## src/rtl/mem_stage.sv

```systemverilog
// ---------------------------------------------------------------------------
// mem_stage : memory-access stage of a 64-bit in-order pipeline.
//
// Issues one data-bus request per load/store instruction, stalls the
// upstream stages until the response arrives, and registers the result
// into the mem register that feeds writeback. It also drives a forwarding
// bypass from that register.
//
// Ports
//   clk            clock, rising edge
//   reset          asynchronous, active-high
//   ex_valid, ex   execute-stage instruction and result (held stable while stall=1)
//   dreq_*         data-bus request: valid, byte address, size, byte strobes,
//                  lane-aligned store data (strobe==0 means read)
//   dresp_data_ok  response strobe that completes the outstanding request
//   dresp_data     raw 64-bit response word
//   stall          freezes all upstream stages
//   mem_valid, mem registered result handed to writeback
//   fwd            bypass taken from the mem register
// ---------------------------------------------------------------------------
package mem_stage_pkg;

    typedef enum logic [3:0] {
        OP_ADD, OP_LB, OP_LH, OP_LW, OP_LD, OP_LBU, OP_LHU, OP_LWU,
        OP_SB, OP_SH, OP_SW, OP_SD
    } decoded_op_t;

    typedef struct packed {
        decoded_op_t op;
        logic        reg_write;
        logic        mem_access;
        logic        mem_to_reg;
        logic        mem_write;
    } control_t;

    typedef struct packed {
        logic [31:0] instr;
        control_t    ctl;
        logic [4:0]  dst;
        logic [63:0] rd;
        logic [63:0] aluout;
        logic [63:0] csr_data;
        logic [11:0] csr_waddr;
    } exec_data_t;

    typedef struct packed {
        logic [31:0] instr;
        control_t    ctl;
        logic [4:0]  dst;
        logic [63:0] writedata;
        logic [63:0] mem_addr;
        logic [63:0] csr_data;
        logic [11:0] csr_waddr;
    } mem_data_t;

    typedef struct packed {
        logic        valid;
        logic [4:0]  dst;
        logic [63:0] data;
    } fwd_data_t;

    typedef enum logic [1:0] {IDLE, WAITING, OVER} mem_access_state_t;

endpackage

module mem_stage
    import mem_stage_pkg::*;
(
    input  logic        clk,
    input  logic        reset,
    input  logic        ex_valid,
    input  exec_data_t  ex,
    output logic        dreq_valid,
    output logic [63:0] dreq_addr,
    output logic [2:0]  dreq_size,
    output logic [7:0]  dreq_strobe,
    output logic [63:0] dreq_data,
    input  logic        dresp_data_ok,
    input  logic [63:0] dresp_data,
    output logic        stall,
    output logic        mem_valid,
    output mem_data_t   mem,
    output fwd_data_t   fwd
);

    mem_access_state_t state_q;
    logic [63:0]       load_buf_q;
    logic [63:0]       load_data_d;
    mem_data_t         mem_q;
    mem_data_t         mem_d;
    logic              mem_valid_q;
    logic              mem_load_d;
    logic              mem_req;
    logic [2:0]        offset;
    logic [63:0]       resp_shifted;

    assign mem_req = ex_valid & ex.ctl.mem_access;
    assign offset  = ex.aluout[2:0];

    // Request handshake outputs. They are combinational so that the request
    // goes out in the same IDLE cycle the instruction is presented; the
    // address/data fields stay stable because upstream is stalled.
    always_comb begin
        dreq_valid = 1'b0;
        stall      = 1'b0;
        if (!reset) begin
            case (state_q)
                IDLE: begin
                    dreq_valid = mem_req;
                    stall      = mem_req;
                end
                WAITING: begin
                    dreq_valid = 1'b1;
                    stall      = 1'b1;
                end
                default: ;
            endcase
        end
    end

    assign dreq_addr = ex.aluout;
    assign dreq_data = ex.rd << {offset, 3'b000};

    always_comb begin
        dreq_size   = 3'd3;
        dreq_strobe = 8'h00;
        case (ex.ctl.op)
            OP_LB, OP_LBU: dreq_size = 3'd0;
            OP_LH, OP_LHU: dreq_size = 3'd1;
            OP_LW, OP_LWU: dreq_size = 3'd2;
            OP_SB: begin
                dreq_size   = 3'd0;
                dreq_strobe = 8'h01 << offset;
            end
            OP_SH: begin
                dreq_size   = 3'd1;
                dreq_strobe = 8'h03 << offset;
            end
            OP_SW: begin
                dreq_size   = 3'd2;
                dreq_strobe = 8'h0F << offset;
            end
            OP_SD: begin
                dreq_size   = 3'd3;
                dreq_strobe = 8'hFF;
            end
            default: ;
        endcase
    end

    // Load alignment: bring the addressed byte lane down to bit 0, then
    // truncate and extend according to the access type.
    assign resp_shifted = dresp_data >> {offset, 3'b000};

    always_comb begin
        load_data_d = resp_shifted;
        case (ex.ctl.op)
            OP_LB:   load_data_d = {{56{resp_shifted[7]}},  resp_shifted[7:0]};
            OP_LH:   load_data_d = {{48{resp_shifted[15]}}, resp_shifted[15:0]};
            OP_LW:   load_data_d = {{32{resp_shifted[31]}}, resp_shifted[31:0]};
            OP_LBU:  load_data_d = {56'd0, resp_shifted[7:0]};
            OP_LHU:  load_data_d = {48'd0, resp_shifted[15:0]};
            OP_LWU:  load_data_d = {32'd0, resp_shifted[31:0]};
            default: ;
        endcase
    end

    always_ff @(posedge clk or posedge reset) begin
        if (reset) begin
            state_q    <= IDLE;
            load_buf_q <= '0;
        end else begin
            case (state_q)
                IDLE: begin
                    if (mem_req)
                        state_q <= WAITING;
                end
                WAITING: begin
                    if (dresp_data_ok) begin
                        load_buf_q <= load_data_d;
                        state_q    <= OVER;
                    end
                end
                OVER:    state_q <= IDLE;
                default: state_q <= IDLE;
            endcase
        end
    end

    // The mem register takes a new result for a plain instruction in IDLE,
    // or for a memory instruction in OVER (ex is still held at that point,
    // and stall drops so upstream advances on the same edge).
    assign mem_load_d = (state_q == IDLE && ex_valid && !ex.ctl.mem_access) ||
                        (state_q == OVER);

    always_comb begin
        mem_d.instr     = ex.instr;
        mem_d.ctl       = ex.ctl;
        mem_d.dst       = ex.dst;
        mem_d.writedata = ex.ctl.mem_to_reg ? load_buf_q : ex.aluout;
        mem_d.mem_addr  = ex.aluout;
        mem_d.csr_data  = ex.csr_data;
        mem_d.csr_waddr = ex.csr_waddr;
    end

    always_ff @(posedge clk or posedge reset) begin
        if (reset) begin
            mem_valid_q <= 1'b0;
            mem_q       <= '0;
        end else begin
            mem_valid_q <= mem_load_d;
            if (mem_load_d)
                mem_q <= mem_d;
        end
    end

    assign mem_valid = mem_valid_q;
    assign mem       = mem_q;

    assign fwd.valid = mem_valid_q & mem_q.ctl.reg_write & (mem_q.dst != 5'd0);
    assign fwd.dst   = mem_q.dst;
    assign fwd.data  = mem_q.writedata;

endmodule

```

## config.mk

```make
export PLATFORM = sky130hd
export DESIGN_NAME = mem_stage
export DESIGN_NICKNAME = d
export VERILOG_FILES = /design/src/rtl/mem_stage.sv
export SDC_FILE = /design/constraint.sdc
export NUM_CORES = 1
export LEC_CHECK = 0
export CAP_MARGIN = 20
export CORE_AREA = 2 2 306 308
export DETAILED_ROUTE_END_ITERATION = 12
export DIE_AREA = 0 0 308 310
export PLACE_DENSITY = 0.51
export RECOVER_POWER = 100
export SLEW_MARGIN = 20
export SYNTH_ARGS = -nofsm -noshare
export SYNTH_HDL_FRONTEND = slang
export SYNTH_SLANG_ARGS = --single-unit
```

## constraint.sdc

```tcl
create_clock -name clk -period 14.3 [get_ports clk]
set_input_delay 2.86 -clock clk [delete_from_list [all_inputs] [get_ports clk]]
set_output_delay 2.86 -clock clk [all_outputs]
set_load 0.01 [all_outputs]
```

==> results of run 1 <==
[Yosys cell counts, types with 2 or more instances]
cell type	number
o22ai_1	25
and2_1	4
or3_1	8
buf_1	11
o2bb2ai_1	5
a31oi_1	50
mux4_2	8
o32ai_1	2
dfrtp_1	316
nand2_1	65
buf_4	145
a21oi_1	134
nor2_1	190
o22ai_2	2
nand2b_1	9
and3_1	10
o21ai_0	55
o211ai_1	8
nor3_1	2
nor2b_1	19
a22oi_1	2
mux2_2	212
inv_1	7
mux2i_1	172
a211oi_1	30
buf_6	2
or2_2	2
clkbuf_1	48
buf_2	53
a211o_1	8
mux2_4	2
[metrics by stage]
stage	hold WS [ns]	std cells
4_1_cts	0.489	3427
6_report	0.481	3438
5_1_grt	0.506	3430
3_5_place_dp	0.474	3355
3_3_place_gp	0.471	3355
2_1_floorplan	0.437	1625
[registers in the layout, summed over array words and instances, names as in the netlist]
signal	cells
load_buf_q	64
mem	180
fwd	69
state_q	2
mem_valid	1
[worst min-delay path: cells and delay by family, from the launching register on]
family          cells  cell delay, ns
flops               1            0.34
compound gates      1            0.06
simple gates        1            0.05
[cell families after synthesis]
family          Yosys count  share of synthesized area
compound gates          329                      0.114
simple gates            316                     0.0799
mux                     394                      0.251
buf+inv                 268                     0.0949
flops                   316                      0.460
xor+xnor                  1                   0.000509
other cells               1                   0.000218
[cell type report]
cell class              count  area share
diodes                     11     0.00105
clock buffers              54      0.0439
clock inverters            18     0.00775
inverters                   8     0.00124
multi-input cells        1041       0.290
flip-flops and latches    316       0.300
well taps                1197      0.0569
repair buffers            793       0.298
[layer usage]
layer  track usage  up-vias  share of wire
met2         0.284      577           0.49
met4        0.0321       28          0.017
met5             0        -         0.0022
met3        0.0518      122          0.079
met1         0.202     7316           0.41
li1              -     6809              -
[final timing paths]
path / from / endpoint / slack, ns / cells past startpoint
setup / recovery: ex[78] / dreq_strobe[4] / 3.57 / 9
hold / removal: load_buf_q[2] / load_buf_q[2] / 0.48 / 2
setup reg to reg: state_q[1] / mem[78] / 7.51 / 5
hold reg to reg: load_buf_q[2] / load_buf_q[2] / 0.48 / 2
max in group asynchronous: reset / mem[222] / 4.65 / 3
min in group asynchronous: reset / fwd[68] / 4.11 / 2
[where the power goes]
part | internal, uW | switching (uW) | total (uW)
clock | 626 | 433 | 1060
sequential | 1160 | 215 | 1380
combinational | 705 | 587 | 1290
total | 2490 | 1240 | 3730
==> results.yml, run 1 <==
setup_path:
  critPathKind: "in -> out"
  crit_slowest_cell: "clkbuf_1"
  crit_arrival_ns: 7.87
  slowest_delay_ns: 1.44
  crit_fanout: 38
  path_delay_family: "buffers and inverters"
  cp-end-kind: "output pin"
  path_cells: "clkbuf_1 > inv_2 > clkbuf_1 > nand2_1 > clkbuf_1 > nor2_1 > o21ai_0 > a21oi_1 > dlygate4sd3_1"
  critPathRequiredTime_ns: 11.44
  crit_buf_inv: 5
  crit_top_cell: "clkbuf_1"
  worstSetupStartpointType: "input pin"
sta:
  slew_viol_final: 878
  max_freq_mhz: 93.2
  finalClockSkew_ns: 0.0241
  tightest_slew_ns: 4.54
  setup_viol: 0
  final.period_utilization: 0.750
  final.setup.tns_ns: 0
  hold_viol: 0
  rsz0062_at_grt: "no"
  fin_crit_ns: 10.73
  setup_ws_ns: 3.57
  maxSlewHeadroom: -2.04
clock_tree:
  cts_buffers: 41
  clkTransAtPathRegs_ns: 0.07
  ctsHoldBuffers: 0
  cts_tree: "built"
  cts_resized: 0
  cts_sinks: 316
  worst_skew_pair.late_latency_ns: 0.57
  post_cts_buffers: 0
  cts_buffer_depth: 3
  cts-root-buf: "clkbuf_16"
  htreeDepth: 2
yosys:
  synth-main-ff-cell: "dfrtp_1"
  yosysWarnings: 0
  yosysTopAreaCell: "dfrtp_1"
  postSynth.asyncResetShare: 1.00
  syn-num-nets: 1942
  synth_edf_count: 0
  ys_types: 50
  yosysSeqAreaShare: 0.460
  synthCells: 1625
  yosys-top-cells-area: "dfrtp_1, mux2_2, mux2i_1"
  syn_avg_cell_area_sq_um: 10.6
  syn_area_sq_um: 17200
  synth_top_area_share: 0.460
  synth_seq_cells: 316
global_routing:
  overflow: 0
  grt_max_degree: 153
  antenna_found_initial: 39
  track_usage: 0.165
  grt_pass1_wl_mm: 114
  first_global_vias: 15298
finish:
  fin_util: 0.285
  nets: 2518
  multi_input_area_sq_um: 7650
  final_cell_mix: "dlygate4sd3_1, clkdlybuf4s50_1, dfrtp_1"
  layout_commonest_cell: "dlygate4sd3_1"
  area_growth_pct: 53.0
  stdcell_area_sq_um: 26300
  seqCellArea_sq_um: 7910
  n_fill_cell: 9636
  drive_above_1_share: 0.139
floorplan:
  rows: 112
  fp.dieW_um: 308
  core_sq_um: 92500
  initial_core_util: 0.186
  dieArea_sq_um: 95500
  ios: 778
  die_y_um: 310
status:
  outcome: "complete, but fails checks"
  violations: "max-capacitance violations, max-slew violations"
power_and_ir_drop:
  power.density_nw_per_um2: 142
  power_uw: 3730
  ir_worst_vdd_mv: 0.0669
  power.leakage_uw: 0.0106
flow_run:
  drv_cap: 15
placed_design:
  post_dp_cell_area_sq_um: 25000
  dp_hpwl_mm: 64.8
  io_buffer_count: 776
  gp_congestion: 0.893
  place_ws_ns: 5.66
detailed_routing:
  wl_mm: 82.4
  vias_per_cell: 4.32
  dr.first_iter.drc_count: 568
  drc_errors: 0
  vias: 14852
  ant_nets: 0
  drt-wirelength-per-cell_um: 24.0
  dr.pass1.iters: 5
min_path:
  hold_class: "reg -> reg"
Note: power is estimated with default switching activity, not from simulation.
==> run 2: changes to the inputs <==
Settings changed: CORE_AREA 2 2 306 308 to 2 2 307 309, DIE_AREA 0 0 308 310 to 0 0 309 311, PLACE_DENSITY 0.51 to 0.53.
Clock period 14.3 ns to 9.2 ns, I/O delays scaled along.
==> results.yml, run 2 (synthesis results as in run 1) <==
detailed_routing:
  wl_mm: 81.6
  ant_nets: 0
  vias: 14868
  dr.first_iter.drc_count: 865
  drc_errors: 0
  drt-wirelength-per-cell_um: 23.3
  vias_per_cell: 4.24
  dr.pass1.iters: 5
setup_path:
  crit_buf_inv: 3
  path_cells: "buf_6 > clkbuf_1 > mux2_2 > o21ai_0 > o21ai_0 > clkdlybuf4s50_1"
  crit_slowest_cell: "clkbuf_1"
  worstSetupStartpointType: "input pin"
  critPathRequiredTime_ns: 7.36
  crit_fanout: 61
  path_delay_family: "buffers and inverters"
  crit_arrival_ns: 5.83
  slowest_delay_ns: 1.97
  critPathKind: "in -> out"
  crit_top_cell: "o21ai_0"
  cp-end-kind: "output pin"
placed_design:
  gp_congestion: 0.870
  dp_hpwl_mm: 63.7
  io_buffer_count: 776
floorplan:
  dieArea_sq_um: 96100
  initial_core_util: 0.185
  die_y_um: 311
  ios: 778
  rows: 112
  fp.dieW_um: 309
  core_sq_um: 92800
global_routing:
  grt_max_degree: 158
  antenna_found_initial: 32
  overflow: 0
  first_global_vias: 14799
  grt_pass1_wl_mm: 113
  track_usage: 0.163
sta:
  final.setup.tns_ns: 0
  fin_hold_ws_ns: 0.483
  hold_viol: 0
  tightest_slew_ns: 3.73
  final.period_utilization: 0.834
  setup_viol: 0
  rsz0062_at_grt: "no"
  maxSlewHeadroom: -1.50
  max_freq_mhz: 130
  fin_crit_ns: 7.67
  finalClockSkew_ns: 0.0189
  slew_viol_final: 872
power_and_ir_drop:
  p_sw_uw: 1920
  power.leakage_uw: 0.0106
  pwr-share-clk: 0.283
  power_frac_comb: 0.350
  power_uw: 5780
  switching_share: 0.331
  p_seq_frac: 0.367
  p_int_uw: 3870
  power.density_nw_per_um2: 218
  ir_worst_vdd_mv: 0.101
finish:
  drive_above_1_share: 0.141
  final_cell_mix: "dlygate4sd3_1, clkdlybuf4s50_1, dfrtp_1"
  layout_commonest_cell: "dlygate4sd3_1"
  nets: 2526
  largest_reg_flops: 180
  area_growth_pct: 53.8
  fin_util: 0.285
flow_run:
  drv_cap: 15
clock_tree:
  worst_skew_pair.late_latency_ns: 0.56
  cts_buffer_depth: 3
  cts_buffers: 40
  cts_resized: 0
  ctsHoldBuffers: 0
  cts_tree: "built"
  cts-root-buf: "clkbuf_16"
  htreeDepth: 2
  clkTransAtPathRegs_ns: 0.06
  cts_sinks: 316
  post_cts_buffers: 0
status:
  violations: "max-capacitance violations, max-slew violations"
  outcome: "complete, but fails checks"
min_path:
  hold_class: "reg -> reg"
[run 2: cell count changes in the layout (fill, tap and decap cells not counted), sizes merged]
cell           change
diode              +4
clkbuf             +5
clkinv             -4
buf                +2
dlygate4sd3        -4
clkdlybuf4s50      +4
inv                +4
clkinvlp           +2
[run 2: routing by layer]
layer  global-route usage  share of wire
met1                0.198           0.41
met2                0.276           0.49
met3               0.0479          0.075
met4               0.0489          0.030
met5                    0         0.0021
[run 2: final timing paths]
kind / from / end / slack, ns / cells past startpoint
min in group asynchronous: reset / mem[210] / 1.82 / 2
worst max-delay path: ex[77] / dreq_data[53] / 1.53 / 6
worst max register to register: state_q[1] / mem[115] / 3.89 / 4
max in group asynchronous: reset / mem[245] / 2.83 / 4
worst min register to register: state_q[1] / state_q[0] / 0.48 / 1
worst min-delay path: state_q[1] / state_q[0] / 0.48 / 1
[run 2: cell type report]
cell class | instances | area (sq um)
fillers | 9846 | 66300
flip-flops and latches | 316 | 7910
repair buffers | 802 | 7900
multi-input cells | 1041 | 7660
well taps | 1254 | 1570
clock buffers | 52 | 1130
clock inverters | 20 | 236
diodes | 15 | 37.5
inverters | 8 | 32.5
[run 2: per-stage QoR]
| step | cell area (sq um) | setup WS (ns) | instances |
|---|---|---|---|
| 2_1_floorplan | 17200 | 3.15 | 1625 |
| 3_3_place_gp | 25200 | 2.71 | 3420 |
| 3_5_place_dp | 25200 | 2.75 | 3420 |
| 4_1_cts | 26500 | 2.73 | 3492 |
| 5_1_grt | 26400 | 1.32 | 3493 |
| 6_report | 26500 | 1.53 | 3508 |
[run 2: worst reg2reg max path, delay by kind of cell (launching register included)]
family          cells  cell delay, ns
compound gates      1            0.06
buf+inv             1            2.45
flops               1            0.39
mux                 1            0.87
simple gates        1            1.42
[run 2: power by group through the flow]
| stage | combinational (uW) | clock, uW | sequential [uW] |
|---|---|---|---|
| after global routing | 2170 | 1760 | 2190 |
| final | 2020 | 1630 | 2120 |
| after floorplan | 905 | 0 | 2190 |
| after detailed placement | 2200 | 0 | 2190 |
| after global placement | 2200 | 0 | 2170 |
| after CTS | 2210 | 1700 | 2160 |
==> run 3: changes to the inputs <==
Settings changed: CORE_AREA 2 2 307 309 to 2 2 306 308, DIE_AREA 0 0 309 311 to 0 0 308 310, PLACE_DENSITY 0.53 to 0.51.
Clock period 9.2 ns to 7.9 ns, I/O delays scaled along.
==> results.yml, run 3 (synthesis results as in run 1) <==
status:
  outcome: "complete, but fails checks"
  violations: "max-capacitance violations, max-slew violations"
floorplan:
  fp.dieW_um: 308
  initial_core_util: 0.186
  dieArea_sq_um: 95500
  core_sq_um: 92500
  ios: 778
  rows: 112
  die_y_um: 310
setup_path:
  critPathKind: "in -> out"
  worstSetupStartpointType: "input pin"
  crit_arrival_ns: 4.99
  path_delay_family: "buffers and inverters"
  crit_buf_inv: 4
  worstRegToRegCells: 6
  path_cells: "buf_4 > inv_2 > clkbuf_1 > a21oi_1 > a211oi_1 > dlygate4sd3_1"
  crit_slowest_cell: "clkbuf_1"
  slowest_delay_ns: 1.56
  crit_fanout: 51
  critPathRequiredTime_ns: 6.32
  cp-end-kind: "output pin"
  path_depth: 6
clock_tree:
  cts-root-buf: "clkbuf_16"
  post_cts_buffers: 0
  htreeDepth: 2
  cts_sinks: 316
  worst_skew_pair.late_latency_ns: 0.56
  cts_buffers: 39
  clkTransAtPathRegs_ns: 0.05
  cts_buffer_depth: 3
  cts_tree: "built"
  ctsHoldBuffers: 0
  cts_resized: 0
global_routing:
  antenna_found_initial: 31
  track_usage: 0.166
  overflow: 0
  grt_pass1_wl_mm: 114
  first_global_vias: 15109
  grt_max_degree: 153
sta:
  setup_viol: 0
  final.setup.tns_ns: 0
  rsz0062_at_grt: "no"
  tightest_slew_ns: 3.69
  finalClockSkew_ns: 0.0224
  hold_viol: 0
  slew_viol_final: 534
  fin_crit_ns: 6.57
  maxSlewHeadroom: -1.46
  max_freq_mhz: 152
  final.period_utilization: 0.832
power_and_ir_drop:
  p_sw_uw: 2230
  pwr-share-clk: 0.281
  power_frac_comb: 0.346
  power_uw: 6730
  p_seq_frac: 0.373
  power.density_nw_per_um2: 255
  p_int_uw: 4490
  ir_worst_vdd_mv: 0.116
  power.leakage_uw: 0.0106
  switching_share: 0.332
finish:
  largest_reg_flops: 180
  layout_commonest_cell: "dlygate4sd3_1"
  area_growth_pct: 53.4
  final_cell_mix: "dlygate4sd3_1, clkdlybuf4s50_1, dfrtp_1"
  nets: 2519
  drive_above_1_share: 0.143
detailed_routing:
  vias: 15066
  ant_nets: 0
  wl_mm: 83.0
  drt-wirelength-per-cell_um: 24.2
  drc_errors: 0
  dr.pass1.iters: 5
  dr.first_iter.drc_count: 743
  vias_per_cell: 4.38
flow_run:
  drv_cap: 9
min_path:
  hold_depth: 2
  hold_class: "reg -> reg"
placed_design:
  gp_congestion: 0.961
  io_buffer_count: 776
  dp_hpwl_mm: 65.5
[run 3: cell types whose count changed in the layout (fill, tap and decap cells not counted), sizes merged, moves of 2 or more]
| cell | change |
|---|---|
| dlygate4sd3 | -2 |
| buf | +3 |
| clkdlybuf4s50 | +2 |
| clkbuf | -7 |
| inv | -4 |
| diode | -6 |
[run 3: power groups by stage]
stage / clock [uW] / sequential, uW / combinational (uW)
2_1_floorplan: 0 / 2550 / 1050
3_3_place_gp: 0 / 2570 / 2540
3_5_place_dp: 0 / 2600 / 2550
4_1_cts: 1980 / 2570 / 2560
5_1_grt: 2030 / 2590 / 2510
6_report: 1890 / 2510 / 2330
[run 3: cell type report]
class	instances	area, sq um
multi-input combinational	1041	7670
tap	1197	1500
inverter	8	32.5
fill	9606	66100
sequential	316	7910
clock inverter	17	189
antenna	9	22.5
timing repair buffer	796	7910
clock buffer	54	1160
[run 3: per-layer routing]
layer | track usage | share of wire | vias up
li1 | - | - | 6826
met1 | 0.203 | 0.40 | 7489
met2 | 0.283 | 0.49 | 622
met3 | 0.0511 | 0.085 | 109
met4 | 0.0406 | 0.021 | 20
met5 | 0 | 0.0015 | -
[run 3: through the flow]
step                setup WS, ns  area (sq um)  utilization  hold slack [ns]  std cells
global placement            2.08         25100        0.271            0.475       3358
floorplan                   2.11         17200            -            0.437       1625
finish                      1.33         26400        0.285            0.485       3438
detailed placement          2.01         25100        0.271            0.477       3358
global route               0.969         26400        0.285            0.515       3429
CTS                         2.01         26400        0.286            0.489       3429
[run 3: final timing paths]
kind                               start             end  slack [ns]
setup / recovery                  ex[78]  dreq_strobe[3]        1.33
min in group asynchronous          reset         mem[63]        2.63
hold / removal             load_buf_q[4]   load_buf_q[4]        0.49
setup reg to reg              state_q[0]  load_buf_q[40]        2.83
hold reg to reg            load_buf_q[4]   load_buf_q[4]        0.49
max in group asynchronous          reset  load_buf_q[37]        2.72
[run 3: worst register-to-register path, delay by kind of cell, from the launching register on]
family          cells  cell delay [ns]
flops               1             0.41
compound gates      1             0.07
simple gates        3             1.92
buf+inv             2             2.45
